<file path="src/rtl/pool1_ctrl.sv">
// rtl/pool1_ctrl.sv - pool1 stage sequencer: 2x2 window reads from f2 maps, pooled writes to f3 maps
//
// Ports:
//   clk          in   rising-edge clock
//   rst_n        in   asynchronous active-low reset
//   pool1_start  in   one-cycle start pulse, accepted only when idle
//   pool1_busy   out  high from the first cycle after an accepted start through the done cycle
//   pool1_done   out  one-cycle pulse after the final f3 write
//   f2_rd_en     out  read strobe shared by the six f2 RAMs
//   f2_raddr     out  f2 element address (row*IN_W+col), held while f2_rd_en is low
//   pool1_clr    out  high in the cycle the first element of a window is on the f2 read data
//   f3_wr_en     out  write strobe shared by the six f3 RAMs
//   f3_waddr     out  f3 window address (orow*OUT_W+ocol), held while f3_wr_en is low
module pool1_ctrl #(
  parameter int IN_W   = 28,
  parameter int OUT_W  = 14,
  parameter int RAW    = 10,
  parameter int WAW    = 8,
  parameter int RD_LAT = 1
) (
  input  logic           clk,
  input  logic           rst_n,
  input  logic           pool1_start,
  output logic           pool1_busy,
  output logic           pool1_done,
  output logic           f2_rd_en,
  output logic [RAW-1:0] f2_raddr,
  output logic           pool1_clr,
  output logic           f3_wr_en,
  output logic [WAW-1:0] f3_waddr
);

  localparam logic [WAW-1:0] LAST_WIN   = WAW'(OUT_W*OUT_W-1);
  localparam logic [WAW-1:0] LAST_COL   = WAW'(OUT_W-1);
  localparam logic [RAW-1:0] ROW_OFF    = RAW'(IN_W);
  localparam logic [RAW-1:0] COL_STEP   = RAW'(2);
  localparam logic [RAW-1:0] ROW_STEP   = RAW'(IN_W+2);
  localparam logic [1:0]     DRAIN_LAST = 2'(RD_LAT);

  typedef enum logic [1:0] {S_IDLE, S_RUN, S_DRAIN, S_DONE} state_e;

  state_e         state_q;
  logic           busy_q;
  logic           done_q;
  logic           rd_en_q;
  logic [RAW-1:0] raddr_q;
  logic [1:0]     dcnt_q;

  // Position of the next read to issue.
  logic [1:0]     nk_q;
  logic [RAW-1:0] base_q;
  logic [WAW-1:0] ocol_q;
  logic [WAW-1:0] win_q;

  // Element index and window of the read currently on the bus.
  logic [1:0]     k_q;
  logic [WAW-1:0] wtag_q;

  logic [RAW-1:0] raddr_d;
  logic           last_rd;

  // Window element offsets +0, +1, +IN_W, +IN_W+1 picked from the two bits of nk_q.
  assign raddr_d = base_q + (nk_q[1] ? ROW_OFF : '0) + RAW'(nk_q[0]);
  assign last_rd = (k_q == 2'd3) && (wtag_q == LAST_WIN);

  always_ff @(posedge clk or negedge rst_n) begin
    if (!rst_n) begin
      state_q <= S_IDLE;
      busy_q  <= 1'b0;
      done_q  <= 1'b0;
      rd_en_q <= 1'b0;
      raddr_q <= '0;
      dcnt_q  <= '0;
      nk_q    <= '0;
      base_q  <= '0;
      ocol_q  <= '0;
      win_q   <= '0;
      k_q     <= '0;
      wtag_q  <= '0;
    end else begin
      case (state_q)
        S_IDLE: begin
          if (pool1_start) begin
            // Element 0 of window 0 goes out in the first busy cycle; counters restart here.
            state_q <= S_RUN;
            busy_q  <= 1'b1;
            rd_en_q <= 1'b1;
            raddr_q <= '0;
            k_q     <= 2'd0;
            wtag_q  <= '0;
            nk_q    <= 2'd1;
            base_q  <= '0;
            ocol_q  <= '0;
            win_q   <= '0;
          end
        end
        S_RUN: begin
          if (last_rd) begin
            state_q <= S_DRAIN;
            rd_en_q <= 1'b0;
            dcnt_q  <= '0;
          end else begin
            raddr_q <= raddr_d;
            k_q     <= nk_q;
            wtag_q  <= win_q;
            nk_q    <= nk_q + 2'd1;
            if (nk_q == 2'd3) begin
              win_q <= win_q + WAW'(1);
              if (ocol_q == LAST_COL) begin
                ocol_q <= '0;
                base_q <= base_q + ROW_STEP;
              end else begin
                ocol_q <= ocol_q + WAW'(1);
                base_q <= base_q + COL_STEP;
              end
            end
          end
        end
        S_DRAIN: begin
          if (dcnt_q == DRAIN_LAST) begin
            state_q <= S_DONE;
            done_q  <= 1'b1;
          end else begin
            dcnt_q <= dcnt_q + 2'd1;
          end
        end
        S_DONE: begin
          state_q <= S_IDLE;
          done_q  <= 1'b0;
          busy_q  <= 1'b0;
        end
        default: state_q <= S_IDLE;
      endcase
    end
  end

  // Control delay line: stage i holds the read issued i+1 cycles earlier.
  logic           clr_p_q [RD_LAT];
  logic           wr_p_q  [RD_LAT+1];
  logic [WAW-1:0] wa_p_q  [RD_LAT];
  logic [WAW-1:0] waddr_q;

  always_ff @(posedge clk or negedge rst_n) begin
    if (!rst_n) begin
      for (int i = 0; i < RD_LAT; i++) begin
        clr_p_q[i] <= 1'b0;
        wa_p_q[i]  <= '0;
      end
      for (int i = 0; i <= RD_LAT; i++) begin
        wr_p_q[i] <= 1'b0;
      end
      waddr_q <= '0;
    end else begin
      clr_p_q[0] <= rd_en_q && (k_q == 2'd0);
      wr_p_q[0]  <= rd_en_q && (k_q == 2'd3);
      wa_p_q[0]  <= wtag_q;
      for (int i = 1; i < RD_LAT; i++) begin
        clr_p_q[i] <= clr_p_q[i-1];
        wa_p_q[i]  <= wa_p_q[i-1];
      end
      for (int i = 1; i <= RD_LAT; i++) begin
        wr_p_q[i] <= wr_p_q[i-1];
      end
      // Load the write address one stage early so it lines up with the strobe and then holds.
      if (wr_p_q[RD_LAT-1]) begin
        waddr_q <= wa_p_q[RD_LAT-1];
      end
    end
  end

  assign pool1_busy = busy_q;
  assign pool1_done = done_q;
  assign f2_rd_en   = rd_en_q;
  assign f2_raddr   = raddr_q;
  assign pool1_clr  = clr_p_q[RD_LAT-1];
  assign f3_wr_en   = wr_p_q[RD_LAT];
  assign f3_waddr   = waddr_q;

endmodule

</file>
<file path="config.mk">
export PLATFORM = sky130hd
export DESIGN_NAME = pool1_ctrl
export DESIGN_NICKNAME = d
export VERILOG_FILES = /design/src/rtl/pool1_ctrl.sv
export SDC_FILE = /design/constraint.sdc
export NUM_CORES = 1
export LEC_CHECK = 0
export CAP_MARGIN = 20
export CORE_MARGIN = 4
export CORE_UTILIZATION = 52
export DETAILED_ROUTE_END_ITERATION = 6
export PLACE_DENSITY = 0.78
export SYNTH_ARGS = -nofsm -noshare
export SYNTH_HDL_FRONTEND = slang
export SYNTH_SLANG_ARGS = --single-unit
</file>
<file path="constraint.sdc">
create_clock -name clk -period 1.8 [get_ports clk]
set_input_delay 0.36 -clock clk [delete_from_list [all_inputs] [get_ports clk]]
set_output_delay 0.36 -clock clk [all_outputs]
set_load 0.05 [all_outputs]
</file>
# ---- Word level (Yosys, flattened, before mapping)
# Cells that the tools add are included.
dict set report word_totals {
  register_bits 74
  latch_bits 0
  mem_bits_rw 0
  mem_bits_ro 0
  input_bits 3
  out_inout_bits 23
  elab_cells 91
  mem_count 0
}
dict set report classes {
  addsub 8
  multipliers 0
  div_mod_pow 0
  magnitude_cmp 0
  n_eq_ne 14
  shifts 0
  mux 36
  n_bitwise 0
  reduce_logical 16
}
# operator n
set ops {}
lappend ops {{$mux W8} 7}
lappend ops {{$mux W10} 5}
lappend ops {{$pmux W8 S2} 3}
lappend ops {{$pmux W10 S2} 2}
lappend ops {{$add A8 B1 Y8 const B} 2}
lappend ops {{$mux W2} 8}
lappend ops {{$ne A2 B2 Y1 const B} 6}
lappend ops {{$pmux W2 S2} 3}
lappend ops {{$reduce_and A3 Y1} 4}
lappend ops {{$add A10 B1 Y10} 1}
lappend ops {{$add A10 B2 Y10 const B} 1}
lappend ops {{$add A10 B5 Y10} 1}
lappend ops {{$add A10 B5 Y10 const B} 1}
lappend ops {{$eq A2 B2 Y1 const B} 4}
lappend ops {{$eq A8 B4 Y1 const B} 1}
lappend ops {{$eq A8 B8 Y1 const B} 1}
lappend ops {{$pmux W2 S4} 1}
lappend ops {{$reduce_bool A2 Y1} 4}
lappend ops {{$pmux W1 S2} 3}
lappend ops {{$mux W5} 1}
lappend ops {{$add A2 B1 Y2 const B} 2}
lappend ops {{$eq A2 B1 Y1 const B} 2}
lappend ops {{$logic_not A2 Y1} 2}
lappend ops {{$reduce_and A2 Y1} 2}
lappend ops {{other kinds (3)} 7}

# ---- Logic depth before layout (Yosys ltp)
dict set report logic_depth {
  ltp_word 5
  mapped_depth 9
  mapped_depth_nobuf 9
}

# ---- Least setup slack after synthesis
# OpenSTA, ideal clock, no wires.
dict set report synth_timing {
  kind {flip-flop to flip-flop}
  from {register ocol_q[0]}
  to {register base_q[9]}
  setup_ns 0.110
  arrival_time_ns 1.901
  required_ns 1.690
  setup_slack_ns -0.212
  stages_incl_launch_ff 9
  n_path_buf 0
  synth_period_minus_slack_ns 2.012
  cell_sequence {dfrtp_1 > ha_1 > and4b_1 > fa_1 > a21o_1 > a21oi_1 > o211a_1 > a21oi_1 > o41ai_1}
}
dict set report synth_via {
  elab_chain_cells 5
}
# element line_no
set synth_rtl {}
lappend synth_rtl {{start, declared} 52} ;# logic [WAW-1:0] ocol_q;
lappend synth_rtl {{start signal, assigned} 113} ;# ocol_q <= ocol_q + WAW'(1);
lappend synth_rtl {{$eq A8 B4 Y1} 109} ;# if (ocol_q == LAST_COL) begin
lappend synth_rtl {{$mux W10} 109}
lappend synth_rtl {{$mux W10} 107} ;# if (nk_q == 2'd3) begin
lappend synth_rtl {{$mux W10} 98} ;# if (last_rd) begin
lappend synth_rtl {{$pmux W10 S2} 81} ;# case (state_q)
lappend synth_rtl {{end signal, assigned} 111} ;# base_q <= base_q + ROW_STEP;
lappend synth_rtl {{end signal, assigned} 114} ;# base_q <= base_q + COL_STEP;
lappend synth_rtl {{end, declared} 51} ;# logic [RAW-1:0] base_q;
# Every way passes these cells. The select of a mux whose other input is x is not followed.
# A chain may end at the register's enable or synchronous reset.

# ---- Final worst setup path
dict set report layout_timing {
  from {register ocol_q[1]}
  to {register base_q[7]}
}
# Same word-level chain as after synthesis.

==> reports/summary.log <==
qor: logic_synthesis.count_of_flip_flops_with_a_built_in_enable_after_synthesis 0
qor: grt.first_global_vias 2874
qor: sta.drv_slew 0
qor: grt.groute.usage.overall 0.223
qor: sta.timing.max_slew.rel_slack 0.741
qor: placement.total_of_buffers_placed_on_input_and_output_ports 25
qor: detailed_routing.antenna_left 0
qor: sta.post-route-period-util 1.19
qor: sta.final_period_minus_worst_setup_slack 2140 ps
qor: detailed_routing.drt_wl_total 9.23 mm
qor: pwr.ir_worst_vdd 1.93 mV
qor: outcome.run_status complete, but fails checks
qor: floorplan.die_h 89.4 um
qor: clock_tree.cts_root_buffer sky130_fd_sc_hd__clkbuf_8
qor: clock_tree.insertion_delay 350 ps
qor: logic_synthesis.ys_async_sr_fraction 1.00
qor: logic_synthesis.synth.top_cells.by_area sky130_fd_sc_hd__dfrtp_1, sky130_fd_sc_hd__ha_1, sky130_fd_sc_hd__a22o_1, sky130_fd_sc_hd__nand2_1, sky130_fd_sc_hd__o21ai_0
qor: setup_path.cp.buffers_inverters 1
qor: logic_synthesis.syn_area 3440 um^2
qor: cells_and_area.regArea 1830 um^2
qor: logic_synthesis.synth.lib_cells_used.distinct 49
qor: detailed_routing.drt_drc_violations_left 0
qor: placement.hpwlAfterDp 5.25 mm
qor: logic_synthesis.synth-seq-area-share 0.531
qor: cells_and_area.fillers 376
qor: grt.grt_antenna_before_repair 0
qor: pwr.power_per_cell_area 1630 nW/um^2
qor: cells_and_area.syn_to_final_growth 41.2%
qor: clock_tree.cts_made_buffers 9
qor: flow_run.drv_cap 0
qor: setup_path.rr_startpoint ocol_q[1]
qor: setup_path.worst_path_largest_cell_delay 380 ps
qor: clock_tree.post_cts_hold_fix_bufs 0
qor: clock_tree.clk_pin_slew_worst_paths 90 ps
qor: detailed_routing.initialDrtViolationCount 188
qor: placement.place.gp.congestion 0.921
qor: logic_synthesis.yosys.area.top_type sky130_fd_sc_hd__dfrtp_1
qor: sta.max_slew.worst_pin.slew 389 ps
qor: placement.postPlaceCellArea 4150 um^2
qor: sta.achievable-frequency 468 MHz
qor: clock_tree.tritoncts built
qor: floorplan.num_io_pins 26
qor: setup_path.type_of_the_worst_setup_path reg2reg
qor: logic_synthesis.synth_warnings 0
qor: logic_synthesis.synth_cells 312
qor: setup_path.crit_required 2020 ps
qor: cells_and_area.stdcell_area 4860 um^2
qor: clock_tree.htree_num_levels 3
qor: grt.grt-ovfl-total 0
qor: floorplan.cell_rows 29
qor: floorplan.start_util 0.539
qor: logic_synthesis.dominantRegCellSynth sky130_fd_sc_hd__dfrtp_1
qor: logic_synthesis.netlist.area_leader.share 0.531
qor: clock_tree.clock_sinks 73
qor: cells_and_area.antenna_cells_inserted 0
qor: sta.timing.final.setup_violations 35
qor: setup_path.endpoint_kind flip-flop
qor: logic_synthesis.synth.ff_latch_count 73
qor: sta.worst_case_clock_skew 7.13 ps
qor: cells_and_area.drive_above_1_share 0.433
qor: setup_path.crit_arrival 2360 ps
qor: setup_path.crit_start ocol_q[1]
qor: logic_synthesis.avgSynthCellArea 11.0 um^2
qor: grt.grt_max_degree 74
qor: floorplan.design.core.area 6390 um^2
qor: cells_and_area.area_taken_by_multi_input_logic_gates 1840 um^2
qor: detailed_routing.dr.pass1.iters 5
qor: setup_path.cpLargestDelayFamily compound AO/OA/AOI/OAI gates
qor: clock_tree.ctsLongestPathBuffers 2
qor: detailed_routing.routed_length_per_instance 18.9 um
qor: outcome.violations setup timing
qor: floorplan.design.die.area 7990 um^2
qor: floorplan.die-width 89.4 um
qor: cells_and_area.nNetsFinal 426
qor: setup_path.critPathMaxFanout 5
qor: sta.timing_hold_violations_final 0
qor: sta.fin_worst_hold_slack 29.5 ps
qor: logic_synthesis.synth.net_count 332
qor: hold_path.hold_path_class in2async
qor: sta.fin_ws -337 ps
qor: detailed_routing.total_vias_in_the_final_route 2923
qor: sta.rsz0062_at_grt yes
qor: setup_path.critPathLaunchType flip-flop
qor: setup_path.cpMaxStageDelayCell sky130_fd_sc_hd__dfrtp_1
qor: setup_path.crit_path_cell_trace inv_2, ha_2, and4b_4, fa_2, a21o_1, a21oi_2, nor2_1, a21oi_1, a31oi_1
qor: pwr.leakage 2.36 nW
qor: grt.grt_pass1_wl 13.7 mm
qor: detailed_routing.avgViaCountPerCell 5.99
power breakdown:
part           switching, W  internal, W  total [W]
Sequential         0.000335      0.00203    0.00237
Combinational       0.00225      0.00199    0.00424
Clock              0.000679     0.000652    0.00133
per-layer routing:
metal / GRT usage / vias up / wire, um
met5: 0 / - / 0
met4: 0.0893 / 0 / 192
met3: 0.0498 / 27 / 409
met2: 0.373 / 96 / 4810
met1: 0.280 / 1480 / 3810
li1: - / 1320 / -
worst register-to-register path: cells and delay by family (launching register included):
family | cells | cell delay [ps]
compound gates | 4 | 740
fa+ha+maj | 2 | 510
flops | 1 | 380
simple gates | 2 | 340
buf+inv | 1 | 50
logic make-up after synthesis:
logic type,count (synthesis),share of synthesized area
XOR/XNOR,8,0.0203
AO/OA/AOI/OAI,83,0.170
AND/OR/NAND/NOR,96,0.144
multiplexers,14,0.0447
flip-flops,73,0.531
adder cells (fa/ha/maj),17,0.0640
buffers and inverters,21,0.0258
what timing repair did:
item,in CTS,in global routing
setup endpoints to repair,45,52
resized for setup,36,54
pin swaps,27,16
cloned,2,0
hold endpoints to repair,0,0
setup buffers,9,6
state kept, by name (all words and copies together), names as in the netlist:
signal	cells
base_q	9
state_q	2
ocol_q	8
f3_waddr	8
k_q	2
dcnt_q	2
nk_q	2
f2_rd_en	1
pool1_clr	1
wr_p_q	1
wtag_q	8
pool1_busy	1
pool1_done	1
f3_wr_en	1
win_q	8
f2_raddr	10
wa_p_q	8
per-stage QoR:
| step | worst slack (ps) | utilization | TNS [ps] | power (W) | std cells |
|---|---|---|---|---|---|
| after CTS | -177 | 0.725 | -2530 | 0.00731 | 483 |
| after floorplan | -89.8 | - | -597 | 0.00414 | 312 |
| after detailed placement | -264 | 0.649 | -6860 | 0.00543 | 456 |
| after global routing | -363 | 0.761 | -5650 | 0.00832 | 488 |
| after global placement | -198 | 0.649 | -4900 | 0.00531 | 456 |
| final | -337 | 0.761 | -3860 | 0.00794 | 488 |
final timing paths:
path,cells past startpoint,to,slack [ps]
worst max-delay path,9,base_q[7],-340
worst min-delay path,2,f3_waddr[1],30
worst max register to register,9,base_q[7],-340
worst min register to register,0,wa_p_q[1],450
max in group asynchronous,2,nk_q[1],1440
min in group clk,0,wa_p_q[1],450
placed cells by master (no fill, tap or decap), types with 3 or more instances in the layout:
| master | synthesis | final |
|---|---|---|
| sky130_fd_sc_hd__clkbuf_8 | 0 | 9 |
| sky130_fd_sc_hd__nand2_1 | 40 | 31 |
| sky130_fd_sc_hd__ha_4 | 0 | 4 |
| sky130_fd_sc_hd__ha_1 | 16 | 8 |
| sky130_fd_sc_hd__a21oi_1 | 9 | 3 |
| sky130_fd_sc_hd__clkinvlp_4 | 0 | 3 |
| sky130_fd_sc_hd__nand4b_1 | 3 | 3 |
| sky130_fd_sc_hd__buf_6 | 1 | 15 |
| sky130_fd_sc_hd__mux2i_1 | 3 | 3 |
| sky130_fd_sc_hd__buf_4 | 0 | 70 |
| sky130_fd_sc_hd__a21oi_2 | 1 | 6 |
| sky130_fd_sc_hd__nand2_2 | 0 | 8 |
| sky130_fd_sc_hd__dfrtp_1 | 73 | 72 |
| sky130_fd_sc_hd__nand3_1 | 9 | 7 |
| sky130_fd_sc_hd__and2_1 | 4 | 4 |
| sky130_fd_sc_hd__o21ai_2 | 0 | 4 |
| sky130_fd_sc_hd__buf_12 | 0 | 3 |
| sky130_fd_sc_hd__a22o_1 | 22 | 22 |
| sky130_fd_sc_hd__xor2_1 | 6 | 6 |
| sky130_fd_sc_hd__ha_2 | 0 | 4 |
| sky130_fd_sc_hd__o21ai_0 | 25 | 13 |
| sky130_fd_sc_hd__o21ai_1 | 1 | 8 |
| sky130_fd_sc_hd__a21o_1 | 4 | 4 |
| sky130_fd_sc_hd__nor2_1 | 8 | 7 |
| sky130_fd_sc_hd__nor2b_1 | 5 | 4 |
| sky130_fd_sc_hd__mux2_2 | 10 | 9 |
| sky130_fd_sc_hd__inv_1 | 10 | 8 |
| sky130_fd_sc_hd__o41ai_2 | 0 | 3 |
| sky130_fd_sc_hd__and3_1 | 7 | 7 |
synthesized netlist by cell type (4+ instances only):
| master | instances |
|---|---|
| sky130_fd_sc_hd__a21o_1 | 4 |
| sky130_fd_sc_hd__a21oi_1 | 9 |
| sky130_fd_sc_hd__a22o_1 | 22 |
| sky130_fd_sc_hd__and2_1 | 4 |
| sky130_fd_sc_hd__and3_1 | 7 |
| sky130_fd_sc_hd__clkbuf_1 | 8 |
| sky130_fd_sc_hd__dfrtp_1 | 73 |
| sky130_fd_sc_hd__ha_1 | 16 |
| sky130_fd_sc_hd__inv_1 | 10 |
| sky130_fd_sc_hd__mux2_2 | 10 |
| sky130_fd_sc_hd__nand2_1 | 40 |
| sky130_fd_sc_hd__nand3_1 | 9 |
| sky130_fd_sc_hd__nor2_1 | 8 |
| sky130_fd_sc_hd__nor2b_1 | 5 |
| sky130_fd_sc_hd__nor3_1 | 4 |
| sky130_fd_sc_hd__o21ai_0 | 25 |
| sky130_fd_sc_hd__xor2_1 | 6 |
area by class of cell:
| type | count | share of cell area |
|---|---|---|
| repair buffers | 94 | 0.176 |
| clock inverters | 7 | 0.0162 |
| inverters | 10 | 0.00772 |
| clock buffers | 9 | 0.0255 |
| flip-flops and latches | 73 | 0.376 |
| well taps | 77 | 0.0198 |
| multi-input cells | 218 | 0.379 |
(Power assumes the default switching activity.)
